===== src/rtl/pc_fetch.sv =====
// Instruction-fetch stage: owns the PC, drives a one-outstanding req/ack fetch
// port and presents (if_pc, pc_inst) to IF/ID, handling stall, branch and flush.
module pc_fetch #(
    parameter logic [31:0] RESET_PC = 32'h0000_0000
) (
    input  logic        clk,
    input  logic        rst,
    input  logic [5:0]  stall,
    input  logic        flush,
    input  logic [31:0] new_pc,
    input  logic        branch_flag,
    input  logic [31:0] branch_target,
    output logic        inst_req,
    output logic [31:0] inst_addr,
    input  logic        inst_ack,
    input  logic [31:0] inst_rdata,
    output logic [31:0] if_pc,
    output logic [31:0] pc_inst,
    output logic        stallreq_if,
    output logic        if_excep_adel
);

    typedef enum logic [1:0] {
        IDLE,
        REQ,
        HOLD,
        DISCARD
    } state_t;

    state_t      state, state_nx;
    logic [31:0] pc, pc_nx;
    logic [31:0] req_addr, req_addr_nx;
    logic [31:0] hold_inst, hold_inst_nx;
    logic        pend_br, pend_br_nx;
    logic [31:0] pend_tgt, pend_tgt_nx;
    logic        advance;
    logic        misaligned;
    logic [31:0] next_pc;

    assign misaligned = (pc[1:0] != 2'b00);
    assign next_pc    = branch_flag ? branch_target :
                        pend_br     ? pend_tgt      : pc + 32'd4;

    // Flush blanks only the IF/ID-facing outputs; inst_req/inst_addr follow
    // the state so an open memory handshake is never withdrawn.
    always_comb begin
        // NOTE: every output gets a default first so no path leaves it unassigned (no latch).
        inst_req      = 1'b0;
        inst_addr     = 32'h0;
        if_pc         = 32'h0;
        pc_inst       = 32'h0;
        stallreq_if   = 1'b0;
        if_excep_adel = 1'b0;
        case (state)
            REQ: begin
                if (misaligned) begin
                    if_pc         = pc;
                    if_excep_adel = 1'b1;
                end else begin
                    inst_req  = 1'b1;
                    inst_addr = req_addr;
                    if (inst_ack) begin
                        if_pc   = pc;
                        pc_inst = inst_rdata;
                    end else begin
                        stallreq_if = 1'b1;
                    end
                end
            end
            HOLD: begin
                if_pc   = pc;
                pc_inst = hold_inst;
            end
            DISCARD: begin
                inst_req    = 1'b1;
                inst_addr   = req_addr;
                stallreq_if = 1'b1;
            end
            default: ;
        endcase
        if (flush) begin
            if_pc         = 32'h0;
            pc_inst       = 32'h0;
            stallreq_if   = 1'b0;
            if_excep_adel = 1'b0;
        end
    end

    always_comb begin
        state_nx     = state;
        pc_nx        = pc;
        req_addr_nx  = req_addr;
        hold_inst_nx = hold_inst;
        pend_br_nx   = pend_br;
        pend_tgt_nx  = pend_tgt;
        advance      = 1'b0;
        if (flush) begin
            pc_nx      = new_pc;
            pend_br_nx = 1'b0;
            // An unanswered request must still be drained; its data is dropped.
            if (inst_req && !inst_ack) begin
                state_nx = DISCARD;
            end else begin
                req_addr_nx = new_pc;
                state_nx    = REQ;
            end
        end else begin
            case (state)
                IDLE: begin
                    req_addr_nx = pc;
                    state_nx    = REQ;
                end
                REQ: begin
                    if (misaligned) begin
                        advance = !stall[0];
                    end else if (inst_ack) begin
                        if (stall[0]) begin
                            hold_inst_nx = inst_rdata;
                            state_nx     = HOLD;
                        end else begin
                            advance = 1'b1;
                        end
                    end
                end
                HOLD: begin
                    if (!stall[0]) begin
                        advance  = 1'b1;
                        state_nx = REQ;
                    end
                end
                DISCARD: begin
                    if (inst_ack) begin
                        req_addr_nx = pc;
                        state_nx    = REQ;
                    end
                end
                default: state_nx = IDLE;
            endcase
            if (advance) begin
                pc_nx       = next_pc;
                req_addr_nx = next_pc;
                pend_br_nx  = 1'b0;
            end else if (branch_flag) begin
                pend_br_nx  = 1'b1;
                pend_tgt_nx = branch_target;
            end
        end
    end

    // NOTE: state is updated with non-blocking assignments only; reset is synchronous.
    always_ff @(posedge clk) begin
        if (rst) begin
            state     <= IDLE;
            pc        <= RESET_PC;
            req_addr  <= 32'h0;
            hold_inst <= 32'h0;
            pend_br   <= 1'b0;
            pend_tgt  <= 32'h0;
        end else begin
            state     <= state_nx;
            pc        <= pc_nx;
            req_addr  <= req_addr_nx;
            hold_inst <= hold_inst_nx;
            pend_br   <= pend_br_nx;
            pend_tgt  <= pend_tgt_nx;
        end
    end

endmodule

===== config.mk =====
export PLATFORM = sky130hd
export DESIGN_NAME = pc_fetch
export DESIGN_NICKNAME = d
export VERILOG_FILES = /design/src/rtl/pc_fetch.sv
export SDC_FILE = /design/constraint.sdc
export NUM_CORES = 1
export LEC_CHECK = 0
export CAP_MARGIN = 10
export CORE_UTILIZATION = 52
export DETAILED_ROUTE_END_ITERATION = 10
export GPL_ROUTABILITY_DRIVEN = 0
export PLACE_DENSITY = 0.88
export SLEW_MARGIN = 0
export SYNTH_ARGS = -nofsm -noshare
export SYNTH_HDL_FRONTEND = slang
export SYNTH_SLANG_ARGS = --single-unit

===== constraint.sdc =====
create_clock -name clk -period 5.3 [get_ports clk]
set_input_delay 0.53 -clock clk [delete_from_list [all_inputs] [get_ports clk]]
set_output_delay 0.53 -clock clk [all_outputs]
set_load 0.03 [all_outputs]

==> impl_table.tex, run 1 <==
\begin{tabular}{lr}
\hline
Metric & Value \\
\hline
\multicolumn{2}{l}{\textbf{Synthesis}} \\
Cell variety after synth & 61 \\
Synth Flop Type & sky130\_fd\_sc\_hd\_\_dfxtp\_1 \\
Top cell type by total area after synthesis & sky130\_fd\_sc\_hd\_\_dfxtp\_1 \\
Cell area after technology mapping & slightly above 7000 µm² \\
Share of flip-flops with an asynchronous set or reset & 0\% \\
Mean cell area of the mapped netlist & between 7 and 8 µm² \\
Net count after synthesis & 1,070 \\
Number of warning messages in the yosys log & 0 \\
Area share of the largest cell type after synthesis & 37.1\% \\
Post-synth EDFFs & 0 \\
Top cells by area, synth & sky130\_fd\_sc\_hd\_\_dfxtp\_1 (37\%), sky130\_fd\_sc\_hd\_\_nand2\_1 (8.7\%), sky130\_fd\_sc\_hd\_\_a21oi\_1 (6.4\%), sky130\_fd\_sc\_hd\_\_nor2\_1 (6.2\%), sky130\_fd\_sc\_hd\_\_a22oi\_1 (4.1\%) \\
Post-Synthesis Cells & 958 \\
Portion of the post-synthesis area used by sequential elements & a little under two fifths \\
Yosys reg bits & 131 \\
\multicolumn{2}{l}{\textbf{Detailed routing}} \\
Vias after detailed routing & 7,962 \\
Number of design-rule violations left by the first detailed-router iteration & 1,009 \\
Remaining routing DRC violations & 0 \\
Drt pass-1 iters & 6 \\
Per-cell routed wire length & 18.5 µm \\
Number of antenna-violating nets in the routed design & 0 \\
Sum of routed wire length over all layers & between 20,000 and 25,000 µm \\
Post-detailed-route via-to-cell ratio & 6.13 \\
\multicolumn{2}{l}{\textbf{STA}} \\
Final period util & 71.7\% \\
Max-slew violation total from the final report & 0 \\
Final Setup Violations & 0 \\
Skew final & 0.00887 ns \\
Setup repair after global routing missed its margin & no \\
Final hold vios & 0 \\
Aggregate negative setup slack & 0 ns \\
Slew of the pin with the lowest slew margin & around 1.1 ns \\
Headroom to the max-slew limit & 26.7\% \\
Fmax & 263 MHz \\
Tightest hold margin & between 0.4 and 0.5 ns \\
Min Clock Period, post-route & 3.80 ns \\
\multicolumn{2}{l}{\textbf{Worst hold path}} \\
Kind of path behind the tightest hold check & flop to flop \\
\multicolumn{2}{l}{\textbf{Worst setup path}} \\
Critical path launch point type & flop \\
Crit path buffers/inverters & 3 \\
Required time of the critical path & 4.77 ns \\
Cell with the largest stage delay on the worst path & sky130\_fd\_sc\_hd\_\_clkdlybuf4s50\_1 \\
Crit-path leading delay family & simple AND/OR/NAND/NOR gates \\
Critical Setup Path Class & flop to output pin \\
Crit path capture type & output pin \\
Peak fanout along the critical path & 40 \\
Data arrival time of the critical path & 3.27 ns \\
Largest incremental delay on the critical path & about 0.7 ns \\
Cells along the critical path & inv\_1 > ha\_1 > or2\_2 > nor3\_2 > buf\_4 > and2\_1 > clkdlybuf4s50\_1 \\
\multicolumn{2}{l}{\textbf{Clock tree}} \\
Clock network latency to the later pin of the worst-skew pair & 0.43 ns \\
\# resized after CTS & 0 \\
Clock buffer depth & 2 \\
Clock sinks & between 100 and 150 \\
Post-CTS clock slew at the launch and capture registers of the worst setup and hold paths & 0.06 ns \\
Root buffer cell & sky130\_fd\_sc\_hd\_\_clkbuf\_16 \\
Quantity of hold-fixing buffers added after cts & 0 \\
CTS H-tree lvls & 4 \\
CTS tree & built \\
Post-CTS Setup Repair Bufs & 0 \\
Num CTS Buffers & 17 \\
\multicolumn{2}{l}{\textbf{Power}} \\
Total power draw & 2.81 mW \\
Power per unit of standard cell area & 289 nW/µm² \\
Leak & 3.32 nW \\
Max VDD drop & 0.203 mV \\
\multicolumn{2}{l}{\textbf{Global route}} \\
Met1 Usage GRT & 46.0\% \\
Grt met2 use & 51.5\% \\
Overall Global Routing Usage & 34.0\% \\
Via count of the first global-routing pass & 7,155 \\
Global routing met3 resource utilization & 8.20\% \\
Maximum number of pins on one net before global-route repair & 83 \\
Initial antenna violation count & 0 \\
Wire length of the first global-routing pass & 37,500 µm \\
Most congested layer reported by global routing & met2 \\
Grt total ovfl & 0 \\
\multicolumn{2}{l}{\textbf{Job}} \\
Max-cap viol count & 0 \\
\multicolumn{2}{l}{\textbf{Place}} \\
Detailed Place HPWL & between 15,000 and 20,000 µm \\
Post-place instance area & between 9000 and 10,000 µm² \\
Count of input and output buffers & 200 \\
\multicolumn{2}{l}{\textbf{Floorplan}} \\
Die extent in x & 119 µm \\
Area of the die & $\sim$14,000 µm² \\
Row Count & 42 \\
Starting utilization of the core area & 53.3\% \\
Die boundary height & approximately 120 µm \\
Total I/O pin count & 206 \\
Standard cell core area & 13,200 µm² \\
\multicolumn{2}{l}{\textbf{Layout}} \\
Most frequent standard cell in the layout excluding fill and tap cells & sky130\_fd\_sc\_hd\_\_clkdlybuf4s50\_1 \\
Layout Area Growth over Synthesis & 37.4\% \\
Fraction of final layout cells with drive strength greater than 1 & between 6 and 7\% \\
Leading cell types in the layout, fill and taps excluded & sky130\_fd\_sc\_hd\_\_clkdlybuf4s50\_1 (198), sky130\_fd\_sc\_hd\_\_nand2\_1 (163), sky130\_fd\_sc\_hd\_\_dfxtp\_1 (131), sky130\_fd\_sc\_hd\_\_nor2\_1 (117), sky130\_fd\_sc\_hd\_\_a21oi\_1 (89) \\
Fin area & about 9700 µm² \\
Net total in the final layout & 1,221 \\
Number of antenna cells inserted & 0 \\
\multicolumn{2}{l}{\textbf{Run status}} \\
Run status & finished clean \\
\hline
\end{tabular}
-- path summary, 6_finish.rpt --
kind,start,endpoint,slack [ns],cells after the start
min,pend_tgt[12],pend_tgt[12],0.45,2
max,state[0],if_pc[31],1.50,7
max reg2reg,state[0],req_addr[1],2.20,8
min reg2reg,pend_tgt[12],pend_tgt[12],0.45,2
-- cell usage after synthesis (5+ instances only) --
cell,count
sky130_fd_sc_hd__o31a_1,5
sky130_fd_sc_hd__and3_1,7
sky130_fd_sc_hd__o21ai_0,27
sky130_fd_sc_hd__inv_1,18
sky130_fd_sc_hd__clkbuf_1,76
sky130_fd_sc_hd__nand4_1,11
sky130_fd_sc_hd__nor2b_1,37
sky130_fd_sc_hd__nand3_1,15
sky130_fd_sc_hd__mux2i_1,7
sky130_fd_sc_hd__a21oi_1,90
sky130_fd_sc_hd__nor2_1,117
sky130_fd_sc_hd__dfxtp_1,131
sky130_fd_sc_hd__and2_1,28
sky130_fd_sc_hd__buf_2,5
sky130_fd_sc_hd__nor4_1,10
sky130_fd_sc_hd__and4_1,5
sky130_fd_sc_hd__a211oi_1,21
sky130_fd_sc_hd__nand2_1,163
sky130_fd_sc_hd__a221oi_1,20
sky130_fd_sc_hd__ha_1,5
sky130_fd_sc_hd__xnor2_1,11
sky130_fd_sc_hd__a22oi_1,39
sky130_fd_sc_hd__a31oi_1,5
sky130_fd_sc_hd__nor3_1,22
sky130_fd_sc_hd__o22ai_1,11
-- registers in the layout, summed over array words and instances, names as in the netlist --
| signal | flops |
|---|---|
| pend_br | 1 |
| pc | 32 |
| state | 2 |
| pend_tgt | 32 |
| req_addr | 32 |
| hold_inst | 32 |
-- worst min-delay path: stages (launching register included) --
cell                      delay, ns
sky130_fd_sc_hd__dfxtp_1       0.31
sky130_fd_sc_hd__nand2_1       0.05
sky130_fd_sc_hd__a21oi_1       0.05
-- routing by layer --
metal  part of all wire, %  wire (µm)
met1                    40       9630
met2                    45      10700
met3                    12       2780
met4                   3.8        913
met5                     0          0
-- report_power, final --
group,switching (mW),total (mW),internal (mW)
sequential,0.0573,1.11,1.05
combinational,0.315,0.539,0.224
clock,0.448,1.16,0.713
total,0.821,2.81,1.99
-- cells by family after synthesis --
group | Yosys count | share of synthesized area (%)
and+or+nand+nor | 440 | 29.3
adders and majority gates | 5 | 0.886
DFF | 131 | 37.1
AOI/OAI and AO/OA | 258 | 24.3
buffers and inverters | 102 | 5.53
xor gates and xnor gates | 14 | 1.74
muxes | 8 | 1.15
-- area by class of cell --
class,instances,area [µm²]
inverter,18,67.6
tap,176,220
clock buffer,19,453
timing repair buffer,216,2130
sequential,131,2620
clock inverter,13,134
multi-input combinational,725,4070
fill,1039,3540
-- per-stage QoR --
stage / utilization (%) / std cells / setup slack [ns]
2_1_floorplan: - / 958 / 2.45
3_3_place_gp: 68.6 / 1265 / 1.88
3_5_place_dp: 68.6 / 1265 / 1.86
4_1_cts: 73.1 / 1297 / 1.51
5_1_grt: 73.3 / 1298 / 1.34
6_report: 73.3 / 1298 / 1.50
Note: power is estimated with default switching activity, not from simulation.
==> inputs of run 2 (changes only) <==
- CORE_UTILIZATION: 52 -> 48
- PLACE_DENSITY: 0.88 -> 0.82
- clock period: 5.3 -> 3.6 ns (I/O delays scaled with it)
==> impl_table.tex, run 2 (synthesis results as in run 1) <==
\begin{tabular}{lr}
\hline
Metric & Value \\
\hline
\multicolumn{2}{l}{\textbf{Clock tree}} \\
Post-CTS clock slew at the launch and capture registers of the worst setup and hold paths & 0.06 ns (about the same) \\
Clock buffer depth & 2 (unchanged) \\
CTS H-tree lvls & 4 (unchanged) \\
Post-CTS Setup Repair Bufs & 0 (unchanged) \\
Quantity of hold-fixing buffers added after cts & 0 (unchanged) \\
Num CTS Buffers & 17 (unchanged) \\
Root buffer cell & sky130\_fd\_sc\_hd\_\_clkbuf\_16 (unchanged) \\
Clock network latency to the later pin of the worst-skew pair & 0.42 ns (was 0.43 ns) \\
Clock sinks & 131 (unchanged) \\
\# resized after CTS & 0 (unchanged) \\
CTS tree & built (unchanged) \\
\multicolumn{2}{l}{\textbf{Worst setup path}} \\
Number of cells on the worst reg-to-reg path & 9 (was 8) \\
Critical Setup Path Class & flop to output pin (unchanged) \\
Data arrival time of the critical path & 2.93 ns (was 3.27 ns) \\
Critical path launch point type & flop (unchanged) \\
Required time of the critical path & 3.24 ns (was 4.77 ns) \\
Critical register-to-register path startpoint & state[1] (was state[0]) \\
Flop2flop setup slack & 0.74 ns (was 2.20 ns) \\
Destination of the worst register-to-register timing path & req\_addr[4] (was req\_addr[1]) \\
Crit path capture type & output pin (unchanged) \\
Peak fanout along the critical path & 15 (was 40) \\
\multicolumn{2}{l}{\textbf{Layout}} \\
Leading cell types in the layout, fill and taps excluded & sky130\_fd\_sc\_hd\_\_clkdlybuf4s50\_1 (198), sky130\_fd\_sc\_hd\_\_nand2\_1 (163), sky130\_fd\_sc\_hd\_\_dfxtp\_1 (131), sky130\_fd\_sc\_hd\_\_nor2\_1 (117), sky130\_fd\_sc\_hd\_\_a21oi\_1 (89) (unchanged) \\
Fraction of final layout cells with drive strength greater than 1 & 6.64\% (was 6.15\%) \\
Number of antenna cells inserted & 0 (unchanged) \\
Most frequent standard cell in the layout excluding fill and tap cells & sky130\_fd\_sc\_hd\_\_clkdlybuf4s50\_1 (unchanged) \\
Fin area & 9810 µm² (was 9700 µm²) \\
Multi-input combinational cell area & 4080 µm² (was 4070 µm²) \\
Layout Area Growth over Synthesis & 38.9\% (was 37.4\%) \\
End-of-flow core utilization & 69.6\% (was 73.3\%) \\
Final-layout fill cell count & 1,178 (was 1,039) \\
Storage cell area & 2620 µm² (unchanged) \\
Net total in the final layout & 1,228 (was 1,221) \\
\multicolumn{2}{l}{\textbf{Global route}} \\
Via count of the first global-routing pass & 6,895 (was 7,155) \\
Maximum number of pins on one net before global-route repair & 61 (was 83) \\
Grt total ovfl & 0 (unchanged) \\
Overall Global Routing Usage & 31.2\% (was 34.0\%) \\
Wire length of the first global-routing pass & 36,000 µm (was 37,500 µm) \\
Initial antenna violation count & 0 (unchanged) \\
\multicolumn{2}{l}{\textbf{Detailed routing}} \\
Per-cell routed wire length & 18.0 µm (was 18.5 µm) \\
Vias after detailed routing & 7,882 (was 7,962) \\
Remaining routing DRC violations & 0 (unchanged) \\
Sum of routed wire length over all layers & 23,600 µm (was 24,000 µm) \\
Drt pass-1 iters & 7 (was 6) \\
Number of design-rule violations left by the first detailed-router iteration & 986 (was 1,009) \\
Post-detailed-route via-to-cell ratio & 6.02 (was 6.13) \\
Number of antenna-violating nets in the routed design & 0 (unchanged) \\
\multicolumn{2}{l}{\textbf{Place}} \\
Detailed Place HPWL & 16,500 µm (was 16,100 µm) \\
Post-place instance area & 9170 µm² (was 9090 µm²) \\
Count of input and output buffers & 200 (unchanged) \\
\multicolumn{2}{l}{\textbf{STA}} \\
Aggregate negative setup slack & 0 ns (unchanged) \\
Setup repair after global routing missed its margin & no (unchanged) \\
Slew of the pin with the lowest slew margin & 1.15 ns (was 1.10 ns) \\
Final Setup Violations & 0 (unchanged) \\
Min Clock Period, post-route & 3.29 ns \\
Final period util & 91.5\% \\
Final hold vios & 0 (unchanged) \\
Headroom to the max-slew limit & 23.2\% (was 26.7\%) \\
Max-slew violation total from the final report & 0 (unchanged) \\
Skew final & 0.00654 ns (was 0.00887 ns) \\
Fmax & roughly 300 MHz \\
\multicolumn{2}{l}{\textbf{Job}} \\
Max-cap viol count & 0 (unchanged) \\
\multicolumn{2}{l}{\textbf{Power}} \\
Max VDD drop & 0.318 mV (was 0.203 mV) \\
Power per unit of standard cell area & 437 nW/µm² (was 289 nW/µm²) \\
Switching power share of the total & 28.2\% (was 29.2\%) \\
Leak & 3.40 nW (was 3.32 nW) \\
Switching Power & 1.21 mW (was 821 µW) \\
Fraction of power consumed by sequential logic & 37.9\% (was 39.4\%) \\
Internal power component & 3.08 mW (was 1.99 mW) \\
Total power draw & 4.29 mW (was 2.81 mW) \\
Clock power share & 43.4\% (was 41.4\%) \\
Combinational group share of total power & 18.7\% (was 19.2\%) \\
\multicolumn{2}{l}{\textbf{Floorplan}} \\
Starting utilization of the core area & 50.1\% (was 53.3\%) \\
Die boundary height & 123 µm (was 119 µm) \\
Row Count & 43 (was 42) \\
Area of the die & 15,200 µm² (was 14,100 µm²) \\
Standard cell core area & 14,100 µm² (was 13,200 µm²) \\
Die extent in x & 123 µm (was 119 µm) \\
Total I/O pin count & 206 (unchanged) \\
\multicolumn{2}{l}{\textbf{Worst hold path}} \\
Hold depth & 2 (unchanged) \\
Origin of the worst min-delay path & rst (was pend\_tgt[12]) \\
Hold-critical path endpoint & pc[6] (was pend\_tgt[12]) \\
Kind of path behind the tightest hold check & primary input to flop (was flop to flop) \\
\multicolumn{2}{l}{\textbf{Run status}} \\
Run status & finished clean (unchanged) \\
\hline
\end{tabular}
## run 2: cell count changes in the layout (fill, tap and decap cells not counted), sizes merged
cell,before,now
clkinv,4,6
bufinv,2,4
clkinvlp,6,1
buf,17,25
## run 2: worst max-delay path by stage
stage	startpoint	endpoint	cells past startpoint
floorplan	state[0]	if_pc[11]	6
global route	state[1]	if_pc[2]	7
detailed placement	branch_flag	req_addr[26]	7
CTS	state[0]	if_pc[2]	7
global placement	branch_flag	req_addr[26]	7
finish	state[0]	if_pc[2]	7
## run 2: stage by stage
stage	worst slack, ns	instances	hold WS [ns]
after floorplan	0.920	958	0.431
after global placement	0.480	1277	0.438
after detailed placement	0.385	1277	0.442
after CTS	0.332	1309	0.345
after global routing	0.203	1309	0.358
final	0.307	1309	0.353
## run 2: cell type report
class | count | area share [%]
clock inverters | 12 | 1.81
well taps | 180 | 2.30
flip-flops and latches | 131 | 26.7
multi-input cells | 725 | 41.6
clock buffers | 20 | 4.66
inverters | 18 | 0.689
repair buffers | 223 | 22.2
## run 2: power by group through the flow
stage	combinational, mW	clock, mW	sequential, mW
detailed placement	0.782	0	1.65
floorplan	0.475	0	1.62
finish	0.801	1.86	1.62
global placement	0.774	0	1.65
global route	0.855	1.93	1.64
CTS	0.788	1.87	1.62
## run 2: worst max-delay path, stage by stage (launching register included)
cell	delay, ns
sky130_fd_sc_hd__dfxtp_1	0.38
sky130_fd_sc_hd__inv_1	0.07
sky130_fd_sc_hd__ha_1	0.33
sky130_fd_sc_hd__or2_2	0.38
sky130_fd_sc_hd__nor3_2	0.24
sky130_fd_sc_hd__buf_4	0.22
sky130_fd_sc_hd__and2_1	0.19
sky130_fd_sc_hd__clkdlybuf4s50_1	0.69
## run 2: per-layer routing
layer | routed length [µm] | GRT usage, % | up-vias
met4 | 741 | 14.3 | 0
met2 | 10400 | 45.5 | 505
li1 | - | - | 3702
met5 | 0 | 0 | -
met1 | 9860 | 43.4 | 3606
met3 | 2600 | 7.06 | 69
==> inputs of run 3 (changes only) <==
- CTS_CLUSTER_DIAMETER: unset -> 60
==> results of run 3 <==
No change in the layout: final DEF, timing and power equal those of run 2.
